$ cat src/rtl/skid_pkg.sv
// Shared types for the skid_reg elastic pipeline register.
// The state encoding puts in_ready in bit 0 and out_valid in bit 1, so both outputs come straight from flops.
package skid_pkg;

  localparam logic [1:0] ST_EMPTY = 2'b01;
  localparam logic [1:0] ST_ONE   = 2'b11;
  localparam logic [1:0] ST_TWO   = 2'b10;

  typedef enum logic [1:0] {
    EMPTY = ST_EMPTY,
    ONE   = ST_ONE,
    TWO   = ST_TWO
  } skid_state_t;

endpackage

$ cat src/rtl/skid_reg_flopre.sv
// Resettable flop with enable (synchronous, active-high reset).
module flopre #(
  parameter int unsigned N = 64
) (
  input  logic         clk,
  input  logic         reset,
  input  logic         en,
  input  logic [N-1:0] d,
  output logic [N-1:0] q
);

  always_ff @(posedge clk) begin
    if (reset)   q <= '0;
    else if (en) q <= d;
  end

endmodule

$ cat src/rtl/skid_reg.sv
// Two-entry skid buffer with valid/ready on both sides; all outputs registered.
// Optional flush port enabled by defining SKID_FLUSH_EN.
module skid_reg
  import skid_pkg::*;
#(
  parameter int unsigned N = 64
) (
  input  logic         clk,
  input  logic         reset,
`ifdef SKID_FLUSH_EN
  input  logic         flush,
`endif
  input  logic         in_valid,
  input  logic [N-1:0] in_d,
  output logic         in_ready,
  output logic         out_valid,
  output logic [N-1:0] out_q,
  input  logic         out_ready
);

  skid_state_t  state, state_next;
  logic         main_en, skid_en;
  logic [N-1:0] main_d, skid_d, main_q, skid_q;
  logic         accept_c, consume_c, flush_c;

`ifdef SKID_FLUSH_EN
  assign flush_c = flush;
`else
  assign flush_c = 1'b0;
`endif

  assign in_ready  = state[0];
  assign out_valid = state[1];
  assign out_q     = main_q;

  assign accept_c  = in_valid && in_ready;
  assign consume_c = out_valid && out_ready;

  always_ff @(posedge clk) begin
    if (reset) state <= EMPTY;
    else       state <= state_next;
  end

  // Next state and entry load enables; flush overrides everything but reset.
  always_comb begin
    state_next = state;
    main_en    = 1'b0;
    main_d     = in_d;
    skid_en    = 1'b0;
    skid_d     = in_d;
    case (state)
      EMPTY: begin
        if (accept_c) begin
          state_next = ONE;
          main_en    = 1'b1;
        end
      end
      ONE: begin
        if (accept_c && consume_c) begin
          main_en = 1'b1;
        end else if (accept_c) begin
          state_next = TWO;
          skid_en    = 1'b1;
        end else if (consume_c) begin
          state_next = EMPTY;
        end
      end
      TWO: begin
        if (consume_c) begin
          state_next = ONE;
          main_en    = 1'b1;
          main_d     = skid_q;
          skid_en    = 1'b1;
          skid_d     = '0;
        end
      end
      default: state_next = EMPTY;
    endcase
    if (flush_c) begin
      state_next = EMPTY;
      main_en    = 1'b1;
      main_d     = '0;
      skid_en    = 1'b1;
      skid_d     = '0;
    end
  end

  flopre #(.N(N)) u_main (
    .clk   (clk),
    .reset (reset),
    .en    (main_en),
    .d     (main_d),
    .q     (main_q)
  );

  flopre #(.N(N)) u_skid (
    .clk   (clk),
    .reset (reset),
    .en    (skid_en),
    .d     (skid_d),
    .q     (skid_q)
  );

endmodule

$ cat config.mk
export PLATFORM = sky130hd
export DESIGN_NAME = skid_reg
export DESIGN_NICKNAME = d
export VERILOG_FILES = /design/src/rtl/skid_pkg.sv /design/src/rtl/skid_reg_flopre.sv /design/src/rtl/skid_reg.sv
export SDC_FILE = /design/constraint.sdc
export NUM_CORES = 1
export LEC_CHECK = 0
export CAP_MARGIN = 40
export CELL_PAD_IN_SITES_DETAIL_PLACEMENT = 0
export CELL_PAD_IN_SITES_GLOBAL_PLACEMENT = 1
export CORE_MARGIN = 1.5
export CORE_UTILIZATION = 38
export CTS_BUF_LIST = sky130_fd_sc_hd__clkbuf_8
export CTS_CLUSTER_DIAMETER = 30
export DETAILED_ROUTE_END_ITERATION = 10
export PLACE_DENSITY_LB_ADDON = 0.1
export SETUP_SLACK_MARGIN = 0.5
export SKIP_LAST_GASP = 1
export SYNTH_ARGS = -nofsm -noshare
export SYNTH_HDL_FRONTEND = slang
export SYNTH_SLANG_ARGS = --single-unit
$ cat constraint.sdc
create_clock -name clk -period 2.4 [get_ports clk]
set_clock_uncertainty 0.2 [all_clocks]
set_input_delay 0.48 -clock clk [delete_from_list [all_inputs] [get_ports clk]]
set_output_delay 0.48 -clock clk [all_outputs]
set_load 0.005 [all_outputs]
==> flow_summary.yaml, run 1 <==
clock_tree:
  cts_tree: "yes"
  clkLatencyLatePin_ps: 440
  h-tree-depth: 4
  clock_sinks: 130
  clock_path_buffers: 2
  numCtsBuffers: 17
  root_buffer: "clkbuf_8"
  cts.clk_slew.worst_paths_ps: 70
min_path:
  min_path_cells: 2
  hold_end: "u_skid.q[41]"
  min_from: "u_skid.q[41]"
  hp-class: "reg -> reg"
synth:
  synth-seq-cells: 130
  synth_cell_types: 27
  synth.yosys.warnings: 0
  syn_area_um2: 5750
  postSynthCellCount: 675
  syn_avg_cell_area_um2: 8.51
  synth_nets: 747
  ys_seq_area_frac: 0.453
global_routing:
  gr-usage-met2: 0.350
  grt_pass1_wl_mm: 27.3
  gr-total-overflow: 0
  grt_pass1_vias: 5412
  grt_usage: 0.215
  grt_max_degree: 65
  antenna_found_initial: 0
  grt.busiest_layer: "met2"
  grtUsageMet3: 0.0510
  use_met1: 0.277
finish:
  final_cells: 1031
  multiInputGateArea_um2: 3120
  design_area_um2: 8750
  final_common_cell: "nand2_1"
  areaGrowthSynthToFinish_pct: 52.3
  mostFrequentLayoutCells: "nand2_1, nand3_1, dfxtp_1"
  drive_above_1_share: 0.299
  diodes: 0
  fin_nets: 908
  ff_latch_area_um2: 2650
  num-fill-cells: 1270
detailed_routing:
  drc: 7
  num_vias: 5548
  postRouteAntennaNets: 0
  dr.pass1.iters: 11
  wl_mm: 16.8
  wl_per_cell_um: 16.3
  avgViaCountPerCell: 5.38
  drtIter0Drc: 357
worst_setup_path:
  r2r_end: "u_main.q[9]"
  start_kind: "register"
  crit_fanout: 8
  cp.required_ps: 2550
  critPathSlowestCell: "dfxtp_4"
  cpPeakStageDelay_ps: 380
  regToRegSetupSlack_ps: 370
  critPathCaptureType: "register"
  worst_ep_arrival_time_ps: 2180
  path_cells: "buf_6, ha_4, nand4b_1, o31ai_4, buf_6, buf_16, buf_12, buf_16, buf_4, a311oi_2"
  reg2reg_depth: 10
  worstReg2RegStart: "state[0]"
  crit_type: "reg -> reg"
placement:
  io_buffers: 133
  dpl.hpwl_mm: 9.53
  gp_congestion: 0.737
  placed_area_um2: 7440
  dp_cells: 953
outcome:
  status: "complete, but fails checks"
  violations: "DRC"
power_and_ir_drop:
  p_leak_nw: 3.43
  power_density_nw_per_um2: 1220
  power_frac_seq: 0.311
  share_comb_of_total_power: 0.521
  switchingPower_mw: 3.76
  p_sw_frac: 0.352
  p_clk_frac: 0.168
  internal-power_mw: 6.92
  peakVddDrop_v: 0.000618
sta:
  fmax_ghz: 0.493
  period_share: 0.845
  tightest_slew_ps: 623
  min_period_ps: 2030
  setup_viol: 0
  hold_viol: 0
  rsz0062_at_grt: "true"
  maxSlewHeadroom: 0.584
  slew_viol_final: 0
floorplanning:
  initial_core_util: 0.392
  io_pins: 134
  die_y_um: 126
  rows: 44
  core_um2: 14600
  die_w_um: 126
  die_area_um2: 15900
flow_run:
  maxCapViolations: 0
repair_timing:
item                                    in CTS  in global routing
resized for setup                          149                 67
hold buffers                                 0                  0
pin swaps                                   30                 30
endpoints found under the setup margin     131                 69
setup buffers                               39                  1
gates cloned                                 7                  1
worst max-delay path by stage:
stage / from / end / depth (start not counted)
after floorplan: state[0] / u_main.q[0] / 7
after global placement: in_valid / u_main.q[52] / 6
after detailed placement: in_valid / u_main.q[52] / 6
after CTS: state[0] / u_main.q[9] / 10
after global routing: state[1] / u_main.q[12] / 10
final: state[0] / u_main.q[9] / 10
critical path: cells and delay by family, from the launching register on:
kind / cells / cell delay [ps]
compound gates: 2 / 270
fa+ha+maj: 1 / 150
buf+inv: 6 / 810
flops: 1 / 380
simple gates: 1 / 130
cell usage after synthesis, drive strengths merged:
library cell | instances | area, um2
a211o | 1 | 8.76
a21boi | 2 | 15.0
a21oi | 64 | 320
a311oi | 64 | 911
a31oi | 2 | 12.5
a41oi | 1 | 8.76
and2 | 1 | 6.26
buf | 35 | 224
clkbuf | 36 | 135
dfxtp | 130 | 2600
ha | 4 | 50.1
inv | 2 | 7.51
mux2i | 1 | 10.0
nand2 | 131 | 492
nand2b | 1 | 6.26
nand3 | 129 | 646
nand4b | 1 | 8.76
nor2 | 66 | 250
nor4 | 1 | 6.26
o21ai | 1 | 5.00
o31ai | 1 | 12.5
o41ai | 1 | 8.76
layout make-up:
cell class              count  share of cell area
well taps                 184              0.0263
inverters                   2             0.00143
repair buffers            213               0.271
multi-input cells         472               0.356
clock inverters            10              0.0109
flip-flops and latches    130               0.303
clock buffers              20              0.0315
per-stage QoR:
step	worst slack [ps]	hold slack (ps)	util	total power, mW	setup TNS (ps)
after global placement	10.5	253	0.508	7.12	0
after detailed placement	-30.6	259	0.508	7.21	-233
after CTS	374	270	0.580	10.2	0
after global routing	315	282	0.598	11.3	0
final	372	267	0.598	10.7	0
after floorplan	506	248	-	5.38	0
logic make-up (layout without fill, tap and decap cells):
logic type               Yosys count  in the layout  synth area share
multiplexers                       1              1           0.00174
adder cells (fa/ha/maj)            4              4           0.00871
buffers and inverters             73            245            0.0638
AO/OA/AOI/OAI                    137            137             0.227
AND/OR/NAND/NOR                  330            330             0.246
flip-flops                       130            130             0.453
power groups by stage:
stage               Sequential (mW)  Combinational, mW  Clock, mW
global placement               3.20               3.92          0
detailed placement             3.22               4.00          0
floorplan                      3.18               2.20          0
global route                   3.40               5.98       1.94
CTS                            3.22               5.16       1.83
finish                         3.32               5.57       1.79
state kept, by name, summed over array words and instances (netlist names):
register / count
state: 2
u_main.q: 64
u_skid.q: 64
metal layers:
metal | vias to the layer above | wire length (um) | part of all wire
met5 | - | 0 | 0
met1 | 2659 | 7600 | 0.45
met4 | 0 | 274 | 0.016
met2 | 155 | 8000 | 0.48
met3 | 20 | 924 | 0.055
li1 | 2714 | - | -
No activity file was read; power rests on OpenSTA's default activity.
==> inputs of run 2 (changes only) <==
- clock period: 2.4 -> 2.1 ns (I/O delays scaled with it)
==> run 2 against run 1 <==
Largest cell class unchanged. Clock-buffer cell count increased by 1. Power increased by 16%. Wire length increased by 28%. Setup slack got worse by 250 ps. The run still ends with DRC left. Highest routed layer unchanged. Critical path depth decreased by 1. Sequential share of layout area decreased by 2.6 points. Combinational power increased by 20%.
==> flow_summary.yaml, run 2 (synthesized netlist as in run 1, its figures left out) <==
placement:
  io_buffers: 133
  dpl.hpwl_mm: 10.2
  gp_congestion: 0.779
  placed_area_um2: 7510
  dp_cells: 965
sta:
  period_share: 0.941
  min_period_ps: 1980
  rsz0062_at_grt: "true"
  maxSlewHeadroom: 0.725
  fmax_ghz: 0.506
  setup_viol: 0
  slew_viol_final: 0
  tightest_slew_ps: 413
  holdWs_ps: 160
  hold_viol: 0
floorplanning:
  io_pins: 134
  core_um2: 14600
  rows: 44
  die_w_um: 126
  die_area_um2: 15900
  initial_core_util: 0.392
  die_y_um: 126
worst_setup_path:
  critical-path-top-delay-family: "buffers and inverters"
  critPathSlowestCell: "dfxtp_4"
  start_kind: "register"
  r2r_end: "u_main.q[10]"
  regToRegSetupSlack_ps: 120
  critPathCaptureType: "register"
  cp.required_ps: 2210
  crit_fanout: 6
  worstReg2RegStart: "state[1]"
  cpPeakStageDelay_ps: 410
  reg2reg_depth: 9
  crit_type: "reg -> reg"
  worstSetupPathDepth: 9
  cp-endpoint: "u_main.q[10]"
  startpoint: "state[1]"
  worst_ep_arrival_time_ps: 2090
  crit_top_cell: "buf_12"
  path_cells: "inv_4, ha_4, nand4b_1, o31ai_4, buf_6, buf_12, buf_16, buf_12, a311oi_2"
  critPathBufInv: 5
power_and_ir_drop:
  power_density_nw_per_um2: 1270
  p_leak_nw: 3.77
  peakVddDrop_v: 0.000825
  power_mw: 12.3
finish:
  largestRegisters: "u_main.q: 64 flops, u_skid.q: 64 flops, state: 2 flops"
  areaGrowthSynthToFinish_pct: 68.8
  drive_above_1_share: 0.503
  design_area_um2: 9700
  mostFrequentLayoutCells: "nand2_1, nand3_1, dfxtp_1"
  fin_nets: 970
  diodes: 0
  final_common_cell: "nand2_1"
  final_cells: 1094
clock_tree:
  cts_tree: "yes"
  h-tree-depth: 4
  cts_hold_buffers: 0
  cts.clk_slew.worst_paths_ps: 80
  root_buffer: "clkbuf_8"
  clock_sinks: 130
  clkLatencyLatePin_ps: 450
  clock_path_buffers: 2
  numCtsBuffers: 17
detailed_routing:
  drtIter0Drc: 434
  drc: 11
  dr.pass1.iters: 8
  avgViaCountPerCell: 5.59
  wl_per_cell_um: 19.7
  wl_mm: 21.6
  postRouteAntennaNets: 0
  num_vias: 6115
global_routing:
  grt_pass1_wl_mm: 30.6
  grt_pass1_vias: 5880
  gr-total-overflow: 0
  grt_usage: 0.246
  grt_max_degree: 60
  antenna_found_initial: 0
flow_run:
  maxCapViolations: 0
min_path:
  hp-class: "in -> reg"
outcome:
  violations: "DRC"
  status: "complete, but fails checks"
run 2: cell count changes in the layout (fill, tap and decap cells not counted), sizes merged:
| cell | change |
|---|---|
| clkbuf | +14 |
| buf | +111 |
| dlymetal6s2s | -2 |
| dlygate4sd2 | -62 |
| bufbuf | +2 |
| bufinv | -2 |
| clkinv | +2 |
run 2: through the flow:
| step | worst slack [ps] | util | TNS (ps) |
|---|---|---|---|
| after global routing | 56.5 | 0.662 | 0 |
| after floorplan | 273 | - | 0 |
| final | 125 | 0.662 | 0 |
| after global placement | -211 | 0.513 | -15720 |
| after CTS | 142 | 0.597 | 0 |
| after detailed placement | -259 | 0.513 | -18540 |
run 2: what timing repair did:
action | in CTS | in global routing
setup endpoints to repair | 196 | 139
gates cloned | 15 | 14
setup buffers | 44 | 25
gates resized for setup | 374 | 136
pin swaps | 19 | 57
run 2: final cells by class:
| type | instances | area [um2] |
|---|---|---|
| multi-input combinational | 472 | 3360 |
| clock buffer | 21 | 289 |
| sequential | 130 | 2690 |
| inverter | 2 | 12.5 |
| fill | 1184 | 4950 |
| clock inverter | 10 | 45.0 |
| timing repair buffer | 275 | 3080 |
| tap | 184 | 230 |
run 2: how the worst min path moves through the flow:
stage                       from  depth (start not counted)            to  slack [ps]
global placement     u_skid.q[5]                          2   u_skid.q[5]         250
detailed placement  u_skid.q[10]                          2  u_skid.q[10]         260
finish                     reset                          2  u_skid.q[39]         160
floorplan            u_skid.q[0]                          2   u_skid.q[0]         250
global route               reset                          2  u_skid.q[39]         160
CTS                        reset                          2  u_main.q[42]         130
run 2: metal layers:
metal	GRT usage	part of all wire
met2	0.417	0.49
met1	0.309	0.43
met3	0.0565	0.070
met4	0.0811	0.019
met5	0	0
run 2: power by group:
group | switching (mW) | internal (mW) | total (mW)
logic | 3.03 | 3.67 | 6.70
registers | 0.466 | 3.32 | 3.78
clock network | 0.964 | 0.904 | 1.87
total | 4.46 | 7.89 | 12.3
==> inputs of run 3 (changes only) <==
- SLEW_MARGIN: unset -> 25
==> results of run 3 <==
Final layout, timing and power as in run 2 (identical DEF).
